==> src/rtl/m_axi4l_wr_channel.sv <==
// AXI4-Lite master write channel: one register write per request, AW/W issued
// together, B collected and returned on the rsp port. One write in flight at a time.
module m_axi4l_wr_channel #(
  parameter int unsigned AXI_DATA_WIDTH = 32,
  parameter int unsigned AXI_ADDR_WIDTH = 4,
  parameter int unsigned AXI_STRB_WIDTH = AXI_DATA_WIDTH / 8
) (
  input  logic                      i_axi_clock,
  input  logic                      i_axi_reset,
  input  logic [AXI_ADDR_WIDTH-1:0] i_req_addr,
  input  logic [2:0]                i_req_prot,
  input  logic [AXI_DATA_WIDTH-1:0] i_req_data,
  input  logic [AXI_STRB_WIDTH-1:0] i_req_strb,
  input  logic                      i_req_valid,
  output logic                      o_req_ready,
  output logic [1:0]                o_rsp_resp,
  output logic                      o_rsp_valid,
  input  logic                      i_rsp_ready,
  output logic [AXI_ADDR_WIDTH-1:0] o_axi_awaddr,
  output logic [2:0]                o_axi_awprot,
  output logic                      o_axi_awaddr_valid,
  input  logic                      i_axi_awaddr_ready,
  output logic [AXI_DATA_WIDTH-1:0] o_axi_wdata,
  output logic [AXI_STRB_WIDTH-1:0] o_axi_wstrb,
  output logic                      o_axi_wdata_valid,
  input  logic                      i_axi_wdata_ready,
  input  logic [1:0]                i_axi_bresp,
  input  logic                      i_axi_bvalid,
  output logic                      o_axi_bready
);

  typedef enum logic [1:0] {
    IDLE   = 2'd0,
    SEND   = 2'd1,
    WAIT_B = 2'd2,
    RESP   = 2'd3
  } state_e;

  state_e                    state_q, state_d;
  logic                      aw_pend_q, aw_pend_d;
  logic                      w_pend_q, w_pend_d;
  logic [AXI_ADDR_WIDTH-1:0] addr_q, addr_d;
  logic [2:0]                prot_q, prot_d;
  logic [AXI_DATA_WIDTH-1:0] data_q, data_d;
  logic [AXI_STRB_WIDTH-1:0] strb_q, strb_d;
  logic [1:0]                resp_q, resp_d;
  logic                      req_ready_q, req_ready_d;
  logic                      bready_q, bready_d;
  logic                      rsp_valid_q, rsp_valid_d;

  // Next-state and next-output logic; handshake-facing flags are derived from state_d
  // so every output comes straight from a flop.
  always_comb begin
    state_d   = state_q;
    aw_pend_d = aw_pend_q;
    w_pend_d  = w_pend_q;
    addr_d    = addr_q;
    prot_d    = prot_q;
    data_d    = data_q;
    strb_d    = strb_q;
    resp_d    = resp_q;

    unique case (state_q)
      IDLE: begin
        if (i_req_valid && req_ready_q) begin
          addr_d    = i_req_addr;
          prot_d    = i_req_prot;
          data_d    = i_req_data;
          strb_d    = i_req_strb;
          aw_pend_d = 1'b1;
          w_pend_d  = 1'b1;
          state_d   = SEND;
        end
      end
      SEND: begin
        // AW and W complete independently, in either order or together.
        if (aw_pend_q && i_axi_awaddr_ready) aw_pend_d = 1'b0;
        if (w_pend_q && i_axi_wdata_ready)   w_pend_d  = 1'b0;
        if (!aw_pend_d && !w_pend_d)          state_d   = WAIT_B;
      end
      WAIT_B: begin
        if (i_axi_bvalid) begin
          resp_d  = i_axi_bresp;
          state_d = RESP;
        end
      end
      RESP: begin
        if (i_rsp_ready) state_d = IDLE;
      end
      default: state_d = IDLE;
    endcase

    req_ready_d = (state_d == IDLE);
    bready_d    = (state_d == WAIT_B);
    rsp_valid_d = (state_d == RESP);
  end

  // State and output registers; reset abandons any write in flight.
  always_ff @(posedge i_axi_clock) begin
    if (i_axi_reset) begin
      state_q     <= IDLE;
      aw_pend_q   <= 1'b0;
      w_pend_q    <= 1'b0;
      addr_q      <= '0;
      prot_q      <= '0;
      data_q      <= '0;
      strb_q      <= '0;
      resp_q      <= '0;
      req_ready_q <= 1'b0;
      bready_q    <= 1'b0;
      rsp_valid_q <= 1'b0;
    end else begin
      state_q     <= state_d;
      aw_pend_q   <= aw_pend_d;
      w_pend_q    <= w_pend_d;
      addr_q      <= addr_d;
      prot_q      <= prot_d;
      data_q      <= data_d;
      strb_q      <= strb_d;
      resp_q      <= resp_d;
      req_ready_q <= req_ready_d;
      bready_q    <= bready_d;
      rsp_valid_q <= rsp_valid_d;
    end
  end

  assign o_req_ready        = req_ready_q;
  assign o_rsp_resp         = resp_q;
  assign o_rsp_valid        = rsp_valid_q;
  assign o_axi_awaddr       = addr_q;
  assign o_axi_awprot       = prot_q;
  assign o_axi_awaddr_valid = aw_pend_q;
  assign o_axi_wdata        = data_q;
  assign o_axi_wstrb        = strb_q;
  assign o_axi_wdata_valid  = w_pend_q;
  assign o_axi_bready       = bready_q;

endmodule

==> config.mk <==
export PLATFORM = sky130hd
export DESIGN_NAME = m_axi4l_wr_channel
export DESIGN_NICKNAME = d
export VERILOG_FILES = /design/src/rtl/m_axi4l_wr_channel.sv
export SDC_FILE = /design/constraint.sdc
export NUM_CORES = 1
export LEC_CHECK = 0
export BUFFER_PORTS_ARGS = -buffer_cell sky130_fd_sc_hd__buf_2
export CAP_MARGIN = 30
export CORE_MARGIN = 1
export CORE_UTILIZATION = 42
export CTS_BUF_LIST = sky130_fd_sc_hd__clkbuf_2 sky130_fd_sc_hd__clkbuf_4 sky130_fd_sc_hd__clkbuf_8
export CTS_CLUSTER_DIAMETER = 30
export DETAILED_ROUTE_END_ITERATION = 8
export MAX_ROUTING_LAYER = met4
export PLACE_DENSITY = 0.78
export SLEW_MARGIN = 20
export SYNTH_ARGS = -nofsm -noshare
export SYNTH_HDL_FRONTEND = slang
export SYNTH_SLANG_ARGS = --single-unit
==> constraint.sdc <==
create_clock -name i_axi_clock -period 1.1 [get_ports i_axi_clock]
set_input_delay 0 -clock i_axi_clock [delete_from_list [all_inputs] [get_ports i_axi_clock]]
set_output_delay 0 -clock i_axi_clock [all_outputs]
set_load 0.05 [all_outputs]
==> results.sh, run 1 <==
export IMPL_syn_cell_area_sq_mm=0.00197
export IMPL_timing_hold_ws_ns=0.00900
export IMPL_yosysTopAreaCell="dfxtp_1"
export IMPL_worstPathRequired_ns=1.32
export IMPL_die_area_sq_mm=0.00497
export IMPL_ys_warn_count=0
export IMPL_clk_pin_slew_ns=0.09
export IMPL_max_cap_viol_count=0
export IMPL_syn_inst=233
export IMPL_clk_latency_ns=0.29
export IMPL_tritoncts="yes"
export IMPL_worstPathCellList="nor4bb_4 > buf_6 > buf_8 > nand2_1 > a21oi_2"
export IMPL_pre_cts_ws_ns=-0.182
export IMPL_path_max_fanout=12
export IMPL_nets=436
export IMPL_floorplan_rows=24
export IMPL_wl_met3_um=375
export IMPL_ff2ff_setup_slack_ns=-0.16
export IMPL_core_sq_mm=0.00444
export IMPL_finalHoldViolCount=0
export IMPL_hold_end="o_rsp_valid"
export IMPL_clkSinkCount=52
export IMPL_hold_class="in2reg"
export IMPL_met2_length_um=2880
export IMPL_min_delay_start="i_axi_bvalid"
export IMPL_seq_area_frac_synth=0.528
export IMPL_gp_congestion=0.739
export IMPL_diodes=0
export IMPL_worst_pin_slew_ns=0.329
export IMPL_finalCriticalPeriod_ns=1.26
export IMPL_ios=102
export IMPL_drtAntennaViolNets=0
export IMPL_relSlewSlack=0.781
export IMPL_fin_setup_tns_ns=-5.97
export IMPL_hpwl_um=3050
export IMPL_yosysUniqueCellTypes=23
export IMPL_top_layer="met4"
export IMPL_wl_met1_um=2280
export IMPL_skew_ns=0.00592
export IMPL_fillers=356
export IMPL_clockBufferDepth=2
export IMPL_r2r_start="state_q[1]"
export IMPL_arrival_ns=1.49
export IMPL_drt_total_wl_um=5620
export IMPL_die_h_um=70.5
export IMPL_initial_utilization=0.443
export IMPL_run_status="finished, violations left"
export IMPL_grt_setup_unrepaired="yes"
export IMPL_track_usage=0.242
export IMPL_p_leak_nw=1.45
export IMPL_drt_iter0_drc=116
export IMPL_route_detailed_wl_per_inst_um=12.9
export IMPL_max_freq_mhz=793
export IMPL_syn2layout_area_growth_pct=61.3
export IMPL_yosys_area_top_type_share=0.528
export IMPL_grt_pass1_vias=2077
export IMPL_drv_slew=0
export IMPL_setup_violations=50
export IMPL_drcViolationCount=16
export IMPL_worst_path_buf_inv=2
export IMPL_cp_start_kind="register"
export IMPL_worstSetupPathType="reg2reg"
export IMPL_crit_family="flip-flops"
export IMPL_setup_ws_ns=-0.161
export IMPL_die_x_um=70.5
export IMPL_finalInstanceArea_sq_mm=0.00318
export IMPL_whs_path_depth=3
export IMPL_max_stage_delay_ns=0.37
export IMPL_port_buffer_count=101
export IMPL_violations="DRC, setup timing"
export IMPL_post_synth_cell_area_avg_sq_um=8.46
export IMPL_vias_per_cell=4.84
export IMPL_min_period_over_period=1.15
export IMPL_ys_ff_latch=52
export IMPL_crit_slowest_cell="dfxtp_4"
export IMPL_vias=2116
export IMPL_antenna_found_initial=0
export IMPL_worstReg2RegEnd="o_axi_awprot[2]"
export IMPL_placed_area_sq_mm=0.00251
export IMPL_first_pass_iters=6
export IMPL_postLayoutCoreUtil=0.715
export IMPL_drive_above_1_share=0.392
export IMPL_vdd_drop_max_mv=1.21
export IMPL_synth_area_leaders="dfxtp_1 (53%), nand2_1 (17%), a21oi_1 (9.9%)"
export IMPL_globalRoute_totalOverflow=0
export IMPL_root_buffer="clkbuf_8"
export IMPL_cts_inserted_buffers=5
export IMPL_power_density_mw_per_mm2=1500
export IMPL_end_kind="register"
export IMPL_reg2regPathDepth=5
export IMPL_grt_pass1_wl_um=9200
export IMPL_grt_max_degree=28
export IMPL_ctsHtreeMaxLevel=2
export IMPL_syn_nets=285
power breakdown:
part           total, W  switching [W]  internal, W
combinational   0.00149       0.000939     0.000546
clock           0.00114       0.000580     0.000564
sequential      0.00212      0.0000867      0.00204
total           0.00475        0.00161      0.00315
worst max path at each step:
stage,startpoint,endpoint,slack [ns],depth (start not counted)
2_1_floorplan,state_q[0],o_axi_awaddr[0],-0.11,6
5_1_grt,state_q[1],o_axi_wdata[3],-0.22,5
3_3_place_gp,state_q[1],o_axi_wdata[1],-0.14,4
6_report,state_q[1],o_axi_awprot[2],-0.16,5
3_5_place_dp,state_q[1],o_axi_wdata[15],-0.18,4
4_1_cts,state_q[1],o_axi_wdata[15],-0.13,5
synthesized netlist by cell type:
cell / instances
or2b_1: 1
mux2i_1: 3
nor4bb_4: 1
nand3b_1: 3
o22ai_1: 1
o21ai_0: 2
buf_6: 2
buf_8: 4
a22o_1: 1
nand4bb_1: 1
buf_2: 7
inv_1: 3
a21oi_2: 8
a221o_1: 1
nand2b_1: 1
and2_2: 1
a21oi_1: 39
dfxtp_1: 52
nor3_1: 1
or4b_2: 1
clkbuf_1: 5
nand2_1: 88
nor2_1: 7
flip-flops by register name, indices dropped and copies added (netlist names):
name                flops
o_axi_wdata            32
o_axi_awaddr            4
o_axi_wstrb             4
o_axi_awprot            3
o_rsp_resp              2
state_q                 2
o_axi_awaddr_valid      1
o_axi_bready            1
o_axi_wdata_valid       1
o_req_ready             1
o_rsp_valid             1
layout make-up:
cell class	instances	area (sq um)	area share
repair buffers	162	1130	0.354
flip-flops and latches	52	1050	0.332
multi-input cells	160	823	0.259
clock buffers	8	97.6	0.0307
well taps	52	65.1	0.0205
inverters	3	11.3	0.00354
cell usage in the layout (no fill, tap or decap):
cell type	n
buf_2	101
nand2_1	87
dfxtp_1	47
dlygate4sd3_1	45
a21oi_1	31
a21oi_2	16
buf_4	8
nor2_1	7
clkbuf_8	6
buf_6	4
nand3b_1	3
mux2i_1	3
inv_1	3
buf_8	3
dfxtp_4	3
clkbuf_4	2
dfxtp_2	2
nor4bb_4	1
nand4bb_2	1
a221o_1	1
or2b_1	1
o21ai_0	1
a22o_1	1
and2_2	1
nand2b_1	1
o22ai_1	1
nor3_1	1
or4b_4	1
o21ai_1	1
nand2_2	1
buf_12	1
layer usage:
layer / up-vias / global-route usage
met1: 957 / 0.277
met2: 94 / 0.412
met5: - / -
met3: 13 / 0.0592
met4: 0 / 0.0816
li1: 1052 / -
through the flow:
stage / power, W / instances
floorplan: 0.00310 / 233
global placement: 0.00339 / 379
detailed placement: 0.00340 / 379
CTS: 0.00474 / 436
global route: 0.00500 / 437
finish: 0.00475 / 437
timing repair:
action | in CTS | in global routing
buffers inserted | 2 | 1
setup endpoints to repair | 51 | 50
pin swaps | 1 | 3
hold endpoints to repair | 45 | 0
gates resized for setup | 18 | 8
hold buffers | 45 | 0
cloned | 2 | 0
cells by family (layout without fill, tap and decap cells):
family | after synthesis | in the layout | share of synthesized area
buf+inv | 21 | 173 | 0.0749
simple gates | 105 | 105 | 0.229
mux | 3 | 3 | 0.0152
flops | 52 | 52 | 0.528
compound gates | 52 | 52 | 0.152
worst reg2reg max path: stages (launching register included):
cell	delay [ns]
dfxtp_4	0.37
nor4bb_4	0.30
buf_6	0.17
buf_8	0.15
nand2_1	0.07
a21oi_2	0.13
Power figures use the tool's default switching activity.
==> run 2, diff against run 1 <==
--- a/config.mk
+++ b/config.mk
@@ -8,12 +8,12 @@
 export BUFFER_PORTS_ARGS = -buffer_cell sky130_fd_sc_hd__buf_2
 export CAP_MARGIN = 30
 export CORE_MARGIN = 1
-export CORE_UTILIZATION = 42
+export CORE_UTILIZATION = 45
 export CTS_BUF_LIST = sky130_fd_sc_hd__clkbuf_2 sky130_fd_sc_hd__clkbuf_4 sky130_fd_sc_hd__clkbuf_8
 export CTS_CLUSTER_DIAMETER = 30
 export DETAILED_ROUTE_END_ITERATION = 8
 export MAX_ROUTING_LAYER = met4
-export PLACE_DENSITY = 0.78
+export PLACE_DENSITY = 0.8
 export SLEW_MARGIN = 20
 export SYNTH_ARGS = -nofsm -noshare
 export SYNTH_HDL_FRONTEND = slang
==> constraint.sdc (replaced) <==
create_clock -name i_axi_clock -period 1.2 [get_ports i_axi_clock]
set_input_delay 0 -clock i_axi_clock [delete_from_list [all_inputs] [get_ports i_axi_clock]]
set_output_delay 0 -clock i_axi_clock [all_outputs]
set_load 0.05 [all_outputs]
==> run 2 against run 1 <==
  * Largest cell class unchanged
  * Non-clock buffer count fell by 4
  * Critical endpoint is now o_axi_wdata[23]
  * Combinational power fell by 9%
  * Sequential cell count did not move
  * Highest routed layer unchanged
  * The flow finishes with violations (hold timing, setup timing)
  * Wire length rose by 2.3%
  * Cell count fell by 1.4%
==> results.sh, run 2 (synthesis gave the netlist of run 1 again) <==
export IMPL_cp_start_kind="register"
export IMPL_postLayoutCoreUtil=0.764
export IMPL_core_sq_mm=0.00412
export IMPL_netSwitchingFraction=0.343
export IMPL_antenna_found_initial=0
export IMPL_hpwl_um=3040
export IMPL_die_x_um=68.2
export IMPL_finalHoldViolCount=1
export IMPL_fin_cells=431
export IMPL_vias=2116
export IMPL_finalCriticalPeriod_ns=1.29
export IMPL_final_common_cell="buf_2"
export IMPL_setup_ws_ns=-0.0900
export IMPL_violations="hold timing, setup timing"
export IMPL_vdd_drop_max_mv=0.887
export IMPL_track_usage=0.234
export IMPL_clk_pin_slew_ns=0.09
export IMPL_ctsHtreeMaxLevel=2
export IMPL_initial_utilization=0.479
export IMPL_p_leak_nw=1.44
export IMPL_nets=432
export IMPL_clk_latency_ns=0.29
export IMPL_max_stage_delay_ns=0.35
export IMPL_gp_congestion=0.769
export IMPL_worstPathCellList="nor4bb_4 > buf_6 > buf_12 > nand2_1 > a21oi_2"
export IMPL_worstPathRequired_ns=1.43
export IMPL_placed_area_sq_mm=0.00251
export IMPL_worst_path_buf_inv=2
export IMPL_clkSinkCount=52
export IMPL_max_freq_mhz=775
export IMPL_drt_iter0_drc=126
export IMPL_die_area_sq_mm=0.00465
export IMPL_drt_total_wl_um=5750
export IMPL_route_detailed_wl_per_inst_um=13.3
export IMPL_run_status="finished, violations left"
export IMPL_pwr_share_seq=0.448
export IMPL_timing_hold_ws_ns=-0.00178
export IMPL_globalRoute_totalOverflow=0
export IMPL_skew_ns=0.00498
export IMPL_arrival_ns=1.52
export IMPL_power_density_mw_per_mm2=1380
export IMPL_ios=102
export IMPL_end_kind="register"
export IMPL_syn2layout_area_growth_pct=59.6
export IMPL_grt_pass1_wl_um=7880
export IMPL_largest_reg_flops=32
export IMPL_crit_slowest_cell="dfxtp_2"
export IMPL_die_h_um=68.2
export IMPL_relSlewSlack=0.825
export IMPL_vias_per_cell=4.91
export IMPL_finalInstanceArea_sq_mm=0.00315
export IMPL_drv_slew=0
export IMPL_grt_max_degree=52
export IMPL_drive_above_1_share=0.367
export IMPL_crit_family="simple AND/OR/NAND/NOR gates"
export IMPL_pwr_share_comb=0.312
export IMPL_setup_violations=37
export IMPL_max_cap_viol_count=0
export IMPL_cts_inserted_buffers=5
export IMPL_hold_class="in2reg"
export IMPL_worst_pin_slew_ns=0.264
export IMPL_worstSetupPathType="reg2reg"
export IMPL_path_max_fanout=9
export IMPL_first_pass_iters=5
export IMPL_grt_pass1_vias=1869
export IMPL_ff2ff_setup_slack_ns=-0.09
export IMPL_dp_cells=374
export IMPL_power_frac_clock=0.240
export IMPL_switching_power_w=0.00149
export IMPL_min_period_over_period=1.07
export IMPL_mostFrequentLayoutCells="buf_2 (102), nand2_1 (87), dfxtp_1 (49), dlygate4sd3_1 (45), a21oi_1 (36)"
export IMPL_clockBufferDepth=2
export IMPL_drtAntennaViolNets=0
export IMPL_p_int_w=0.00285
export IMPL_tritoncts="yes"
export IMPL_grt_setup_unrepaired="yes"
export IMPL_floorplan_rows=23
export IMPL_diodes=0
export IMPL_fin_total_pwr_w=0.00434
export IMPL_port_buffer_count=101
export IMPL_drcViolationCount=0
export IMPL_root_buffer="clkbuf_8"
[run 2: cell count changes in the layout (fill, tap and decap cells not counted), moves of 2 or more]
cell	before	now
a21oi_2	16	11
a21oi_1	31	36
buf_6	4	2
buf_8	3	0
buf_12	1	3
buf_4	8	4
dfxtp_1	47	49
clkbuf_16	0	2
[run 2: final timing paths]
path	endpoint	cells past startpoint	startpoint
min	o_rsp_valid	3	i_axi_bvalid
min reg2reg	o_axi_wdata[31]	2	o_axi_wdata[31]
max reg2reg	o_axi_wdata[23]	5	state_q[1]
max	o_axi_wdata[23]	5	state_q[1]
[run 2: power groups by stage]
stage | logic [W] | registers [W] | clock network, W
detailed placement | 0.00114 | 0.00198 | 0
CTS | 0.00127 | 0.00194 | 0.00106
floorplan | 0.000421 | 0.00242 | 0
finish | 0.00135 | 0.00194 | 0.00104
global placement | 0.00113 | 0.00197 | 0
global route | 0.00144 | 0.00196 | 0.00114
[run 2: routing by layer]
layer / track usage / routed length, um / share of wire / up-vias
met3: 0.0533 / 453 / 0.079 / 4
met4: 0.0703 / 50 / 0.0087 / 0
met2: 0.429 / 2900 / 0.50 / 93
met1: 0.246 / 2340 / 0.41 / 976
met5: - / 0 / 0 / -
li1: - / - / - / 1043
[run 2: layout make-up]
class / instances / area, sq um
Inverter: 3 / 11.3
Tap cell: 50 / 62.6
Timing Repair Buffer: 158 / 1120
Sequential cell: 52 / 1050
Fill cell: 284 / 970
Clock buffer: 7 / 90.1
Multi-Input combinational cell: 160 / 801
Clock inverter: 1 / 7.51
[run 2: tightest hold or removal path: cells and delay by family]
family	cells	cell delay (ns)
buffers and inverters	1	0.12
muxes	1	0.07
and+or+nand+nor	1	0.08
[run 2: metrics by stage]
| step | setup slack, ns | setup TNS [ns] |
|---|---|---|
| 2_1_floorplan | -0.0128 | -0.349 |
| 3_3_place_gp | -0.0237 | -0.0902 |
| 3_5_place_dp | -0.0550 | -1.12 |
| 4_1_cts | -0.0464 | -0.859 |
| 5_1_grt | -0.133 | -4.30 |
| 6_report | -0.0900 | -1.74 |
[run 2: repair_timing]
action                                 4_1_cts  5_1_grt
pin swaps                                    1        0
gates cloned                                 1        2
endpoints found under the hold margin       45        0
resized for setup                            2        7
hold buffers                                45        0
setup buffers                                1        0
setup endpoints to repair                   41       48
